### src/rtl/uart_pkg.sv
// Shared types and width helpers for the parametrised UART receiver.
// The optional parity feature is enabled by defining UART_RX_PARITY_EN.
`timescale 1ns/1ps
package uart_pkg;

    typedef enum logic [2:0] {
        IDLE,
        START,
        DATA,
        PARITY,
        STOP,
        WAIT_HI
    } rx_state_t;

    localparam int DEF_CLKS_PER_BIT = 5;
    localparam int DEF_DATA_BITS    = 8;
    localparam int DEF_FIFO_DEPTH   = 4;

    // Bit-timer width: must hold CLKS_PER_BIT-1.
    function automatic int cnt_width(input int clks_per_bit);
        return (clks_per_bit > 2) ? $clog2(clks_per_bit) : 1;
    endfunction

    // Bit-index width: must hold DATA_BITS-1.
    function automatic int idx_width(input int data_bits);
        return (data_bits > 2) ? $clog2(data_bits) : 1;
    endfunction

endpackage

### src/rtl/rx_fifo.sv
// Synchronous first-word-fall-through FIFO; push and pop may coincide at any fill level.
// Head data reads as zero while empty so the read port is clean after reset.
`timescale 1ns/1ps
module rx_fifo
    import uart_pkg::*;
#(
    parameter int DEPTH = DEF_FIFO_DEPTH,
    parameter int WIDTH = DEF_DATA_BITS
) (
    input  logic                     clk,
    input  logic                     xreset,
    input  logic                     push,
    input  logic [WIDTH-1:0]         wr_data,
    input  logic                     pop,
    output logic [WIDTH-1:0]         rd_data,
    output logic                     full,
    output logic                     empty,
    output logic [$clog2(DEPTH):0]   count
);

    localparam int AW = $clog2(DEPTH);

    logic [WIDTH-1:0] mem_q [DEPTH];
    logic [AW-1:0]    wr_ptr_q;
    logic [AW-1:0]    rd_ptr_q;
    logic [AW:0]      count_q;
    logic [AW:0]      count_d;
    logic             push_ok;
    logic             pop_ok;

    assign empty   = (count_q == '0);
    assign full    = (count_q == (AW+1)'(DEPTH));
    assign pop_ok  = pop & ~empty;
    assign push_ok = push & (~full | pop_ok);

    // NOTE: every always_comb output gets a default first, so no path can leave it unassigned and infer a latch.
    always_comb begin
        count_d = count_q;
        case ({push_ok, pop_ok})
            2'b10:   count_d = count_q + 1'b1;
            2'b01:   count_d = count_q - 1'b1;
            default: count_d = count_q;
        endcase
    end

    always_ff @(posedge clk) begin
        if (!xreset) begin
            wr_ptr_q <= '0;
            rd_ptr_q <= '0;
            count_q  <= '0;
        end else begin
            if (push_ok) wr_ptr_q <= wr_ptr_q + 1'b1;
            if (pop_ok)  rd_ptr_q <= rd_ptr_q + 1'b1;
            count_q <= count_d;
        end
    end

    // NOTE: the storage array is deliberately not reset; pointers and count define validity, and rd_data is masked while empty.
    always_ff @(posedge clk) begin
        if (push_ok) mem_q[wr_ptr_q] <= wr_data;
    end

    assign rd_data = empty ? '0 : mem_q[rd_ptr_q];
    assign count   = count_q;

endmodule

### src/rtl/uart_rx_fifo.sv
// UART receiver (start + DATA_BITS + [parity] + stop) feeding a FWFT FIFO with valid/ready read port.
// Define UART_RX_PARITY_EN to expect a parity bit before the stop bit.
`timescale 1ns/1ps
module uart_rx_fifo
    import uart_pkg::*;
#(
    parameter int CLKS_PER_BIT = DEF_CLKS_PER_BIT,
    parameter int DATA_BITS    = DEF_DATA_BITS,
    parameter int FIFO_DEPTH   = DEF_FIFO_DEPTH,
    parameter int PARITY_ODD   = 0
) (
    input  logic                          clk,
    input  logic                          xreset,
    input  logic                          rs_rx,
    output logic [DATA_BITS-1:0]          rd_data,
    output logic                          rd_valid,
    input  logic                          rd_ready,
    output logic [$clog2(FIFO_DEPTH):0]   fifo_count,
    output logic                          frame_err,
    output logic                          overrun,
    output logic                          parity_err
);

    localparam int              CNT_W    = cnt_width(CLKS_PER_BIT);
    localparam int              IDX_W    = idx_width(DATA_BITS);
    localparam logic [CNT_W-1:0] HALF_BIT = CNT_W'(CLKS_PER_BIT / 2 - 1);
    localparam logic [CNT_W-1:0] FULL_BIT = CNT_W'(CLKS_PER_BIT - 1);
    localparam logic [IDX_W-1:0] LAST_IDX = IDX_W'(DATA_BITS - 1);

    logic                 sync1_q;
    logic                 rx_s_q;
    rx_state_t            state_q;
    logic [CNT_W-1:0]     cnt_q;
    logic [IDX_W-1:0]     bit_idx_q;
    logic [DATA_BITS-1:0] shift_q;
    logic                 stop_sample;
    logic                 good_frame;
    logic                 fifo_full;
    logic                 fifo_empty;

    // NOTE: sequential state uses non-blocking assignments so every flop samples pre-edge values.
    always_ff @(posedge clk) begin
        if (!xreset) begin
            sync1_q <= 1'b1;
            rx_s_q  <= 1'b1;
        end else begin
            sync1_q <= rs_rx;
            rx_s_q  <= sync1_q;
        end
    end

`ifdef UART_RX_PARITY_EN
    logic par_bad_q;

    always_ff @(posedge clk) begin
        if (!xreset) begin
            par_bad_q <= 1'b0;
        end else if (state_q == PARITY && cnt_q == '0) begin
            par_bad_q <= rx_s_q ^ (^shift_q) ^ PARITY_ODD[0];
        end
    end
`endif

    always_ff @(posedge clk) begin
        if (!xreset) begin
            state_q   <= IDLE;
            cnt_q     <= '0;
            bit_idx_q <= '0;
            shift_q   <= '0;
        end else begin
            case (state_q)
                IDLE: begin
                    if (!rx_s_q) begin
                        state_q <= START;
                        cnt_q   <= HALF_BIT;
                    end
                end
                START: begin
                    if (cnt_q != '0) begin
                        cnt_q <= cnt_q - 1'b1;
                    end else if (!rx_s_q) begin
                        state_q   <= DATA;
                        cnt_q     <= FULL_BIT;
                        bit_idx_q <= '0;
                    end else begin
                        state_q <= IDLE;
                    end
                end
                DATA: begin
                    if (cnt_q != '0) begin
                        cnt_q <= cnt_q - 1'b1;
                    end else begin
                        shift_q   <= {rx_s_q, shift_q[DATA_BITS-1:1]};
                        cnt_q     <= FULL_BIT;
                        bit_idx_q <= bit_idx_q + 1'b1;
                        if (bit_idx_q == LAST_IDX) begin
`ifdef UART_RX_PARITY_EN
                            state_q <= PARITY;
`else
                            state_q <= STOP;
`endif
                        end
                    end
                end
`ifdef UART_RX_PARITY_EN
                PARITY: begin
                    if (cnt_q != '0) begin
                        cnt_q <= cnt_q - 1'b1;
                    end else begin
                        cnt_q   <= FULL_BIT;
                        state_q <= STOP;
                    end
                end
`endif
                STOP: begin
                    if (cnt_q != '0) begin
                        cnt_q <= cnt_q - 1'b1;
                    end else begin
                        state_q <= rx_s_q ? IDLE : WAIT_HI;
                    end
                end
                WAIT_HI: begin
                    // A held-low break line must return high before another start bit counts.
                    if (rx_s_q) state_q <= IDLE;
                end
                default: state_q <= IDLE;
            endcase
        end
    end

    assign stop_sample = (state_q == STOP) && (cnt_q == '0);
    assign frame_err   = stop_sample & ~rx_s_q;

`ifdef UART_RX_PARITY_EN
    assign good_frame  = stop_sample & rx_s_q & ~par_bad_q;
    assign parity_err  = stop_sample & rx_s_q & par_bad_q;
`else
    assign good_frame  = stop_sample & rx_s_q;
    assign parity_err  = 1'b0;
`endif

    // A full FIFO still accepts the word when the consumer pops in the same cycle.
    assign overrun  = good_frame & fifo_full & ~rd_ready;
    assign rd_valid = ~fifo_empty;

    rx_fifo #(
        .DEPTH (FIFO_DEPTH),
        .WIDTH (DATA_BITS)
    ) u_fifo (
        .clk     (clk),
        .xreset  (xreset),
        .push    (good_frame),
        .wr_data (shift_q),
        .pop     (rd_valid & rd_ready),
        .rd_data (rd_data),
        .full    (fifo_full),
        .empty   (fifo_empty),
        .count   (fifo_count)
    );

endmodule

### config.mk
export PLATFORM = sky130hd
export DESIGN_NAME = uart_rx_fifo
export DESIGN_NICKNAME = d
export VERILOG_FILES = /design/src/rtl/uart_pkg.sv /design/src/rtl/rx_fifo.sv /design/src/rtl/uart_rx_fifo.sv
export SDC_FILE = /design/constraint.sdc
export NUM_CORES = 1
export LEC_CHECK = 0
export ABC_AREA = 1
export CORE_AREA = 3 3 108 110
export DETAILED_ROUTE_END_ITERATION = 6
export DIE_AREA = 0 0 111 113
export SYNTH_ARGS = -nofsm -noshare
export SYNTH_HDL_FRONTEND = slang
export SYNTH_SLANG_ARGS = --single-unit
export TNS_END_PERCENT = 20
### constraint.sdc
create_clock -name clk -period 2.31 [get_ports clk]
set_input_delay 0.462 -clock clk [delete_from_list [all_inputs] [get_ports clk]]
set_output_delay 0.462 -clock clk [all_outputs]
set_load 0.01 [all_outputs]
==> impl_metrics.ini, run 1 <==
[sta]
timing_hold_violations_final = 0
rsz0062_at_grt = yes
clock_skew_ns = 0.00642
period_needed_ns = 2.29
finalMaxSlewViolations = 0
setup_viol = 0
min_period_over_period_pct = 99.3
fmax_ghz = 0.436

[clock_network]
cts_tree = done
cts_inserted_buffers = 9
htreeDepth = 3
clock-sinks = 60
cts_buffer_depth = 2
cts-root-buf = clkbuf_8
insertion_delay_ns = 0.33
post_cts_buffers = 0
path_clk_slew_ns = 0.06

[final_layout]
fillers = 1135
drive_gt1_share_pct = 15.3
layout.nets = 342
syn_to_final_growth_pct = 23.5
instances_no_fill = 473
antenna_cells = 0
post-route-util_pct = 30.6

[global_route]
grt_pass1_wl_um = 8830
grt_usage_pct = 8.83
grt_max_degree = 18
gr-total-overflow = 0
antenna_found_initial = 0
grt_pass1_vias = 1861

[die]
core-area_sq_um = 10800
die_w_um = 111
initial_core_util_pct = 24.8
fp-row-count = 38
die-height_um = 113
ios = 19
die-area_sq_um = 12500

[place]
gp_congestion = 0.757
numPortBuffers = 17
place_inst = 457
dp_hpwl_um = 3650

[job]
cap_violations = 0

[setup_path]
start_kind = register
critPathMaxFanout = 7
rrSetupSlack_ns = 0.17
crit_type = reg2out
worstPathRequired_ns = 1.85
endpoint_kind = primary output
worstPathArrival_ns = 1.83

[detailed_routing]
via_per_inst = 4.16
post_drt_wl_per_cell_um = 11.0
antenna_left = 0
drtIter0Drc = 134
vias = 1967
drt-total-wl_um = 5210
drc = 0
dr.pass1.iters = 4

[status]
status = complete, no violations

[yosys]
syn_inst = 293
ys_seq_elements = 60
synthTopCellsByArea = edfxtp_1 36%, dfxtp_1 21%, nor2_1 9.1%
synth_area_per_cell_sq_um = 9.12
yosys.area.top_type = edfxtp_1
ys_types = 26
seq_area_frac_synth_pct = 56.9
synth_nets = 307
syn_area_sq_um = 2670
yosysWarnings = 0
synth_top_cell_area_share_pct = 36.0

[power_and_ir_drop]
switchingPower_mw = 0.872
internal-power_mw = 1.95
clkPwrFrac_pct = 31.8
vdd_ir_drop_max_mv = 0.293
pwr-share-comb_pct = 24.9
pwr-share-seq_pct = 43.3
p_leak_nw = 1.35
fin_total_pwr_mw = 2.82
p_sw_share_pct = 30.9
power_density_nw_per_um2 = 855

[min_path]
hold_path.class = reg2reg
## synthesized netlist by cell type, drive strengths merged
| cell | n |
|---|---|
| or2 | 2 |
| nand3b | 1 |
| nand4 | 1 |
| ha | 9 |
| conb | 1 |
| buf | 5 |
| nand3 | 11 |
| inv | 30 |
| a211oi | 1 |
| dfxtp | 28 |
| nand2 | 39 |
| nor2 | 71 |
| a21oi | 23 |
| o21ai | 34 |
| clkbuf | 2 |
| edfxtp | 32 |
| nor3 | 1 |
| o21bai | 1 |
| fa | 1 |
## metrics by stage
step | setup TNS (ns) | hold slack [ns] | instance area, sq um | setup slack [ns]
global route | -0.0566 | 0.448 | 3300 | -0.0566
global placement | -0.278 | 0.401 | 3090 | -0.141
floorplan | 0 | 0.393 | 2670 | 0.195
finish | 0 | 0.419 | 3300 | 0.0168
detailed placement | -0.303 | 0.405 | 3090 | -0.182
CTS | 0 | 0.423 | 3280 | 0.00662
## registers in the layout, indices dropped and copies added, names as in the netlist, named ones only
signal and count:
u_fifo.count 3, bit_idx_q 3, sync1_q 1, cnt_q 3
state_q 3, shift_q 8, u_fifo.mem_q 32, u_fifo.rd_ptr_q 2
u_fifo.wr_ptr_q 2, rx_s_q 1
## per-layer routing
| layer | vias to the layer above | share of wire (%) | global-route usage (%) |
|---|---|---|---|
| met2 | 36 | 48 | 14.5 |
| met3 | 6 | 4.1 | 2.99 |
| met1 | 888 | 47 | 10.9 |
| met4 | 0 | 1.2 | 3.20 |
| met5 | - | 0 | 0 |
| li1 | 1037 | - | - |
## cell families (layout without fill, tap and decap cells)
kind of cell	count (synthesis)	in the layout	synth area share [%]
buffers and inverters	37	77	5.62
other	1	1	0.140
flip-flops	60	60	56.9
AND/OR/NAND/NOR	126	126	21.1
AO/OA/AOI/OAI	59	59	11.2
adder cells (fa/ha/maj)	10	10	4.96
## critical path, cell delays in order (launching register included)
cell and delay, ns:
dfxtp_4 0.40, buf_4 0.15, nor2_1 0.05, nor2_1 0.07, o21ai_0 0.08, a21oi_1 0.20, clkdlybuf4s50_1 0.57
## path summary, 6_finish.rpt
check / cells past startpoint / endpoint / from
worst max-delay path: 6 / rd_data[1] / register
worst min-delay path: 1 / rx_s_q$_SDFF_PN1_ / sync1_q$_SDFF_PN1_
worst min register to register: 1 / rx_s_q$_SDFF_PN1_ / sync1_q$_SDFF_PN1_
worst max register to register: 14 / u_fifo.count[2]$_SDFFE_PN0P_ / cnt_q[0]$_SDFFE_PN0P_
## repair_timing
item	in CTS	in global routing
hold buffers	0	0
gates resized for setup	6	10
endpoints found under the setup margin	10	9
## layout by cell type, fill, tap and decap left out, drive strengths merged
cell / count
nand2: 39
bufinv: 1
nor2: 71
a211oi: 1
clkdlybuf4s50: 9
o21bai: 1
o21ai: 34
dlymetal6s2s: 6
clkinvlp: 3
fa: 1
clkbuf: 10
clkinv: 3
or2: 2
dfxtp: 28
nand3b: 1
conb: 1
edfxtp: 32
a21oi: 23
inv: 29
ha: 9
nor3: 1
dlygate4sd2: 2
buf: 14
nand3: 11
nand4: 1
## final cells by class
type	count	area (sq um)	share of cell area, %
Tap cell	140	175	5.31
Inverter	30	114	3.45
Sequential cell	60	1530	46.2
Multi-Input combinational cell	196	1010	30.5
Timing Repair Buffer	31	288	8.72
Clock buffer	10	128	3.87
Clock inverter	6	65.1	1.97
## power by group through the flow
stage | sequential (mW) | combinational, mW | clock, mW
floorplan | 1.23 | 0.469 | 0
global route | 1.23 | 0.798 | 0.979
detailed placement | 1.24 | 0.712 | 0
global placement | 1.24 | 0.698 | 0
finish | 1.22 | 0.702 | 0.899
CTS | 1.22 | 0.717 | 0.932
Power figures use the tool's default switching activity.
==> inputs of run 2 (changes only) <==
--- a/config.mk
+++ b/config.mk
@@ -9,6 +9,7 @@
 export CORE_AREA = 3 3 108 110
 export DETAILED_ROUTE_END_ITERATION = 6
 export DIE_AREA = 0 0 111 113
+export SLEW_MARGIN = 20
 export SYNTH_ARGS = -nofsm -noshare
 export SYNTH_HDL_FRONTEND = slang
 export SYNTH_SLANG_ARGS = --single-unit
==> results of run 2 <==
No change in the layout: final DEF, timing and power equal those of run 1.
